--- src/rtl/print_dim_matrix_multi.sv ---
// print_dim_matrix_multi
// ----------------------
// Prints every stored matrix of one requested dimension (m x n), or one
// selected matrix, over the UART for the matrix-calculator top level.
// Sequence: validate the request against the info table, send the count
// line, then for each matrix send its 1-based index line, read it from
// storage and hand it to the matrix printer.
//
// Ports
//   clk, rst_n             : clock, asynchronous active-low reset
//   start                  : request pulse (sampled only in IDLE)
//   dim_m, dim_n           : requested rows / columns
//   sel_index              : 0 = print all, k = print only matrix k (1-based)
//   busy / done / error    : status; done and error are 1-cycle pulses
//   info_table             : per-dimension stored-matrix counts
//   read_en, dimM, dimN,
//   mat_index, rd_ready,
//   rd_data_flow           : storage read port (mat_index is 0-based)
//   matrix_printer_start,
//   matrix_printer_done,
//   matrix_flat, use_crlf  : matrix printer handshake and latched matrix
//   uart_tx_busy,
//   uart_tx_en, uart_tx_data : byte-wide UART transmitter handshake
module print_dim_matrix_multi #(
  parameter int MAX_DIM    = 5,
  parameter int SLOTS      = 2,
  parameter int CNT_W      = 2,
  parameter int ELEM_W     = 8,
  parameter int RD_TIMEOUT = 1023
) (
  input  logic                              clk,
  input  logic                              rst_n,
  input  logic                              start,
  input  logic [2:0]                        dim_m,
  input  logic [2:0]                        dim_n,
  input  logic [3:0]                        sel_index,
  output logic                              busy,
  output logic                              done,
  output logic                              error,
  input  logic [MAX_DIM*MAX_DIM*CNT_W-1:0]  info_table,
  output logic                              read_en,
  output logic [2:0]                        dimM,
  output logic [2:0]                        dimN,
  output logic [3:0]                        mat_index,
  input  logic                              rd_ready,
  input  logic [MAX_DIM*MAX_DIM*ELEM_W-1:0] rd_data_flow,
  output logic                              matrix_printer_start,
  input  logic                              matrix_printer_done,
  output logic [MAX_DIM*MAX_DIM*ELEM_W-1:0] matrix_flat,
  output logic                              use_crlf,
  input  logic                              uart_tx_busy,
  output logic                              uart_tx_en,
  output logic [7:0]                        uart_tx_data
);

  localparam int TBL_W  = MAX_DIM*MAX_DIM*CNT_W;
  localparam int FLAT_W = MAX_DIM*MAX_DIM*ELEM_W;
  localparam int TO_W   = (RD_TIMEOUT < 2) ? 1 : $clog2(RD_TIMEOUT + 1);

  typedef enum logic [3:0] {
    S_IDLE, S_CHECK, S_TX_CNT, S_TX_IDX, S_READ_REQ, S_READ_WAIT,
    S_PRINT_START, S_PRINT_WAIT, S_DONE, S_ERROR
  } state_t;

  // Count for (m,n); index math done in int so no aliasing for small MAX_DIM.
  function automatic logic [7:0] lookup_cnt(input logic [TBL_W-1:0] tbl,
                                            input logic [2:0] m,
                                            input logic [2:0] n);
    int idx;
    idx = ((int'(m) - 1) * MAX_DIM + (int'(n) - 1)) * CNT_W;
    lookup_cnt = 8'(tbl[idx +: CNT_W]);
  endfunction

  state_t            state_r, state_s;
  logic [7:0]        cnt_r, cnt_s;
  logic [3:0]        rem_r, rem_s;
  logic [2:0]        dim_m_r, dim_m_s, dim_n_r, dim_n_s;
  logic [2:0]        ptr_r, ptr_s;
  logic              in_prog_r, in_prog_s;
  logic              tx_busy_q_r;
  logic [TO_W-1:0]   to_cnt_r, to_cnt_s;

  logic              busy_s, done_s, error_s, read_en_s, mps_s, tx_en_s;
  logic [2:0]        dimM_s, dimN_s;
  logic [3:0]        mat_index_s;
  logic [FLAT_W-1:0] matrix_flat_s;
  logic [7:0]        tx_data_s;

  logic [3:0][7:0]   line_s;
  logic [2:0]        len_s;
  logic [7:0]        tens_s, ones_s, cur_byte_s, look_s;
  logic              dims_ok_s, fall_s;
  logic [TO_W-1:0]   to_inc_s;
  logic [3:0]        rem_dec_s;

  assign use_crlf = 1'b1;

  // Build the line (bytes + length) that the current TX state is sending.
  always_comb begin
    tens_s = cnt_r / 8'd10;
    ones_s = cnt_r % 8'd10;
    line_s = '0;
    len_s  = 3'd0;
    case (state_r)
      S_TX_CNT: begin
        // Decimal count without leading zero, then CR LF.
        if (tens_s != 8'd0) begin
          line_s[0] = 8'h30 + tens_s;
          line_s[1] = 8'h30 + ones_s;
          line_s[2] = 8'h0D;
          line_s[3] = 8'h0A;
          len_s     = 3'd4;
        end else begin
          line_s[0] = 8'h30 + ones_s;
          line_s[1] = 8'h0D;
          line_s[2] = 8'h0A;
          len_s     = 3'd3;
        end
      end
      S_TX_IDX: begin
        line_s[0] = 8'h30 + {4'd0, mat_index} + 8'd1;
        line_s[1] = 8'h0D;
        line_s[2] = 8'h0A;
        len_s     = 3'd3;
      end
      default: begin
        len_s = 3'd0;
      end
    endcase
    cur_byte_s = line_s[ptr_r[1:0]];
  end

  // Next-state and next-output logic.
  always_comb begin
    state_s       = state_r;
    cnt_s         = cnt_r;
    rem_s         = rem_r;
    dim_m_s       = dim_m_r;
    dim_n_s       = dim_n_r;
    ptr_s         = ptr_r;
    in_prog_s     = in_prog_r;
    to_cnt_s      = to_cnt_r;
    done_s        = 1'b0;
    error_s       = 1'b0;
    read_en_s     = 1'b0;
    mps_s         = 1'b0;
    tx_en_s       = 1'b0;
    dimM_s        = dimM;
    dimN_s        = dimN;
    mat_index_s   = mat_index;
    matrix_flat_s = matrix_flat;
    tx_data_s     = uart_tx_data;
    fall_s        = tx_busy_q_r & ~uart_tx_busy;
    to_inc_s      = to_cnt_r + TO_W'(1);
    rem_dec_s     = rem_r - 4'd1;
    dims_ok_s     = (dim_m != 3'd0) && (int'(dim_m) <= MAX_DIM) &&
                    (dim_n != 3'd0) && (int'(dim_n) <= MAX_DIM);
    // The table is only indexed for legal dimensions.
    if (dims_ok_s) begin
      look_s = lookup_cnt(info_table, dim_m, dim_n);
    end else begin
      look_s = 8'd0;
    end

    case (state_r)
      S_IDLE: begin
        if (start) begin
          state_s = S_CHECK;
        end else begin
          state_s = S_IDLE;
        end
      end
      S_CHECK: begin
        ptr_s     = 3'd0;
        in_prog_s = 1'b0;
        if (!dims_ok_s || (look_s == 8'd0) || (int'(look_s) > SLOTS) ||
            ({4'd0, sel_index} > look_s)) begin
          state_s = S_ERROR;
        end else begin
          cnt_s   = look_s;
          dim_m_s = dim_m;
          dim_n_s = dim_n;
          if (sel_index != 4'd0) begin
            mat_index_s = sel_index - 4'd1;
            rem_s       = 4'd1;
          end else begin
            mat_index_s = 4'd0;
            rem_s       = look_s[3:0];
          end
          state_s = S_TX_CNT;
        end
      end
      S_TX_CNT, S_TX_IDX: begin
        // One byte in flight at a time; completion is the falling edge of
        // uart_tx_busy seen while that byte is outstanding.
        if (in_prog_r) begin
          if (fall_s) begin
            in_prog_s = 1'b0;
            ptr_s     = ptr_r + 3'd1;
          end else begin
            in_prog_s = 1'b1;
          end
        end else if (ptr_r < len_s) begin
          if (!uart_tx_busy) begin
            tx_en_s   = 1'b1;
            tx_data_s = cur_byte_s;
            in_prog_s = 1'b1;
          end else begin
            in_prog_s = 1'b0;
          end
        end else if (!uart_tx_busy) begin
          ptr_s = 3'd0;
          if (state_r == S_TX_CNT) begin
            state_s = S_TX_IDX;
          end else begin
            state_s   = S_READ_REQ;
            read_en_s = 1'b1;
            dimM_s    = dim_m_r;
            dimN_s    = dim_n_r;
          end
        end else begin
          state_s = state_r;
        end
      end
      S_READ_REQ: begin
        to_cnt_s = '0;
        state_s  = S_READ_WAIT;
      end
      S_READ_WAIT: begin
        if (rd_ready) begin
          matrix_flat_s = rd_data_flow;
          mps_s         = 1'b1;
          state_s       = S_PRINT_START;
        end else if (to_inc_s == TO_W'(RD_TIMEOUT)) begin
          state_s = S_ERROR;
        end else begin
          to_cnt_s = to_inc_s;
        end
      end
      S_PRINT_START: begin
        state_s = S_PRINT_WAIT;
      end
      S_PRINT_WAIT: begin
        if (matrix_printer_done) begin
          rem_s = rem_dec_s;
          if (rem_dec_s != 4'd0) begin
            mat_index_s = mat_index + 4'd1;
            ptr_s       = 3'd0;
            state_s     = S_TX_IDX;
          end else begin
            state_s = S_DONE;
          end
        end else begin
          state_s = S_PRINT_WAIT;
        end
      end
      S_DONE: begin
        done_s  = 1'b1;
        state_s = S_IDLE;
      end
      S_ERROR: begin
        error_s = 1'b1;
        state_s = S_IDLE;
      end
      default: begin
        state_s = S_IDLE;
      end
    endcase
    busy_s = (state_s != S_IDLE);
  end

  // State, context and registered outputs.
  always_ff @(posedge clk or negedge rst_n) begin
    if (!rst_n) begin
      state_r              <= S_IDLE;
      cnt_r                <= 8'd0;
      rem_r                <= 4'd0;
      dim_m_r              <= 3'd0;
      dim_n_r              <= 3'd0;
      ptr_r                <= 3'd0;
      in_prog_r            <= 1'b0;
      tx_busy_q_r          <= 1'b0;
      to_cnt_r             <= '0;
      busy                 <= 1'b0;
      done                 <= 1'b0;
      error                <= 1'b0;
      read_en              <= 1'b0;
      dimM                 <= 3'd0;
      dimN                 <= 3'd0;
      mat_index            <= 4'd0;
      matrix_printer_start <= 1'b0;
      matrix_flat          <= '0;
      uart_tx_en           <= 1'b0;
      uart_tx_data         <= 8'd0;
    end else begin
      state_r              <= state_s;
      cnt_r                <= cnt_s;
      rem_r                <= rem_s;
      dim_m_r              <= dim_m_s;
      dim_n_r              <= dim_n_s;
      ptr_r                <= ptr_s;
      in_prog_r            <= in_prog_s;
      tx_busy_q_r          <= uart_tx_busy;
      to_cnt_r             <= to_cnt_s;
      busy                 <= busy_s;
      done                 <= done_s;
      error                <= error_s;
      read_en              <= read_en_s;
      dimM                 <= dimM_s;
      dimN                 <= dimN_s;
      mat_index            <= mat_index_s;
      matrix_printer_start <= mps_s;
      matrix_flat          <= matrix_flat_s;
      uart_tx_en           <= tx_en_s;
      uart_tx_data         <= tx_data_s;
    end
  end

endmodule

--- config.mk ---
export PLATFORM = sky130hd
export DESIGN_NAME = print_dim_matrix_multi
export DESIGN_NICKNAME = d
export VERILOG_FILES = /design/src/rtl/print_dim_matrix_multi.sv
export SDC_FILE = /design/constraint.sdc
export NUM_CORES = 1
export LEC_CHECK = 0
export ABC_AREA = 1
export CORE_AREA = 2 2 190 192
export DETAILED_ROUTE_END_ITERATION = 8
export DIE_AREA = 0 0 192 194
export HOLD_SLACK_MARGIN = 0.06
export PLACE_DENSITY = 0.61
export SYNTH_ARGS = -nofsm -noshare
export SYNTH_HDL_FRONTEND = slang
export SYNTH_SLANG_ARGS = --single-unit
--- constraint.sdc ---
create_clock -name clk -period 4.8 [get_ports clk]
set_input_delay 0.96 -clock clk [delete_from_list [all_inputs] [get_ports clk]]
set_output_delay 0.96 -clock clk [all_outputs]
set_load 0.005 [all_outputs]
==> impl_results.md <==
- Synthesized cell area: 11,700 sq um
- # IOs: 491
- Initial DRC count: 499
- CP max stage cell: fa_1
- CP Data Arrival Time: 4.94 ns
- Die X: 192 microns
- Fmax: 221 MHz
- Vias/cell: 4.52
- Grt total ovfl: 0
- WP buf/inv: 5
- Peak supply drop: 0.282 mV
- YS warnings: 0
- Startpoint Class: input port
- Final Non-Filler Cells: 2,454
- Finished Cell Area: 18,400 sq um
- Inserted Clock Buffers: 29
- Endpoints failing hold: 0
- Sequential cell area fraction in the yosys report: 0.544
- Clock buffer depth: 3
- Hold_buf cts: 0
- Core Region: 35,200 sq um
- Die ar.: 37,200 sq um
- Post-synth ARST share: 1.00
- Register bit total from synthesis: 254
- CTS root buf: clkbuf_16
- CP max FO: 6
- Avg WL per Cell: 15.6 microns
- Clock Skew: 0.0105 ns
- Clock transition at the registers of the reported paths: 0.06 ns
- R2R setup slack: 2.05 ns
- Vias in the first global route: 10,900
- Gr usage total: 0.198
- Initial Utilization: 0.331
- Die height: 194 microns
- Main synth FF type: dfrtp_1
- CTS H-tree depth: 1
- Routed vias: 11,100
- Ratio of cells with drive above 1 in the final layout: 0.0715
- Post-layout util: 0.522
- Post-DP HPWL: 28,100 microns
- ANT nets after route: 0
- Max stage delay on crit path: 0.63 ns
- Placed cell count: 2,392
- Synthesized instance count: 1,460
- EDFF count, synth: 0
- Overall Power: 9.59 mW
- PortBufs: 488
- Slew Limit Fails: 0
- Initial antenna violation count: 6
- Area Growth Syn to Fin: 57.5%
- CTS tree: done
- Status: finished clean
- Unique cell type count in the Yosys netlist: 42
- CP endpoint kind: flop
- Largest net degree at the start of global routing: 203
- Pre-CTS setup slack: -0.508 ns
- Placement-stage cell area: 17,200 sq um
- TritonRoute pass-1 iters: 6
- Worst Path Required: 5.22 ns
- DRT Wirelength: 38,200 microns
- Crit share post-route: 0.941
- Clock sink count: 254
- Final net count: 2,260
- Clock latency on the worst-skew pair: 0.54 ns
- Max transition margin: 0.314
- Global placer's final weighted congestion: 0.854
- Worst slew pin tran: 1.03 ns
- Setup ws final: 0.283 ns
- Avg Inst Size Synth: 8.00 sq um
- Row cnt: 69
- Most used cell, CP: nand2_1
- DRC Markers: 0
- Min cycle time layout: 4.52 ns
- PD cells: 521 nW/um^2
- First-pass GRT wire length: 58,900 microns
- WS Path Type: in -> reg
- Max_cap viols: 0
- Final setup viols: 0
- CP delay by family, top: adder cells
- Hold crit path type: reg -> reg
- Leak: 9.12 nW
- Synth Net Count: 1,756
## where the power goes
group | total [mW] | switching, mW | internal, mW
Sequential | 3.51 | 0.518 | 3.00
Clock | 2.32 | 0.876 | 1.45
Combinational | 3.75 | 1.61 | 2.14
## cells in the final DEF (no fill, tap or decap), types with 8 or more instances in the layout
master           Yosys  layout
buf_4                5      37
clkbuf_16            0      29
clkbuf_8             0       8
clkdlybuf4s50_1      0     486
dfrtp_1            254     254
ha_1                27      25
inv_1               86      85
inv_2               11      11
nand2_1            770     765
nand2_2              6       9
nand3_1             51      49
nand4_1             19      19
nor2_1              59      57
nor2_2               7       9
nor3_1               8       8
o21ai_0             17      17
o21ai_1             23      23
xor2_1              12      11
## synth_stat cells (all sizes together), types with 7 or more instances
library cell | count | area share
nor2 | 66 | 0.023
or2 | 7 | 0.0038
nand2 | 777 | 0.25
nor3 | 8 | 0.0034
xor2 | 12 | 0.0090
clkbuf | 30 | 0.0096
ha | 27 | 0.029
nand4 | 20 | 0.012
o21ai | 40 | 0.017
buf | 30 | 0.016
a21oi | 10 | 0.0046
nand3 | 54 | 0.024
inv | 98 | 0.032
dfrtp | 254 | 0.54
## final timing paths
path,start,endpoint,cells past startpoint
max,dim_m[1],mat_index[1],25
min reg2reg,dimM[0],dimM[0],2
min,dimM[0],dimM[0],2
max in group asynchronous,rst_n,matrix_flat[159],2
min in group asynchronous,rst_n,matrix_flat[28],1
max reg2reg,state_r[3],busy,15
## kinds of logic (layout without fill, tap and decap cells)
group | count (synthesis) | count (layout) | synth area share
other | 2 | 8 | 0.000643
xor gates and xnor gates | 15 | 15 | 0.0113
buffers and inverters | 158 | 683 | 0.0574
adders and majority gates | 30 | 30 | 0.0341
AOI/OAI and AO/OA | 64 | 64 | 0.0311
DFF | 254 | 254 | 0.544
and+or+nand+nor | 937 | 939 | 0.321
## registers in the layout, summed over array words and instances, names as in the netlist
signal	cells
rem_r	4
read_en	1
ptr_r	3
matrix_printer_start	1
dim_m_r	3
dim_n_r	3
error	1
busy	1
done	1
state_r	4
in_prog_r	1
cnt_r	2
uart_tx_data	7
tx_busy_q_r	1
dimN	3
mat_index	4
uart_tx_en	1
matrix_flat	200
dimM	3
to_cnt_r	10
## timing repair
action	CTS	global route
resized for setup	0	20
endpoints found under the setup margin	0	20
buffers inserted	0	0
## metal layers
layer | vias up | global-route usage | share of wire | routed length [microns]
met5 | - | 0 | 0 | 0
met4 | 0 | 0.0710 | 0.031 | 1190
li1 | 5506 | - | - | -
met2 | 403 | 0.339 | 0.48 | 18400
met3 | 74 | 0.0476 | 0.081 | 3080
met1 | 5110 | 0.241 | 0.41 | 15500
## tightest hold or removal path, delay by kind of cell (launching register included)
kind | cells | cell delay (ns)
DFF | 1 | 0.34
and+or+nand+nor | 2 | 0.11
## cell type report
| cell class | count | area (sq um) |
|---|---|---|
| Timing Repair Buffer | 531 | 5270 |
| Fill cell | 3265 | 16800 |
| Inverter | 98 | 375 |
| Multi-Input combinational cell | 1050 | 4770 |
| Sequential cell | 254 | 6360 |
| Clock buffer | 44 | 862 |
| Tap cell | 461 | 577 |
| Clock inverter | 10 | 159 |
| Antenna cell | 6 | 15.0 |
## stage by stage
| stage | hold slack [ns] | setup TNS, ns |
|---|---|---|
| finish | 0.472 | 0 |
| global route | 0.489 | -0.0325 |
| CTS | 0.478 | 0 |
| detailed placement | 0.463 | -8.81 |
| global placement | 0.453 | -6.95 |
| floorplan | 0.449 | 0 |
Note: power is estimated with default switching activity, not from simulation.
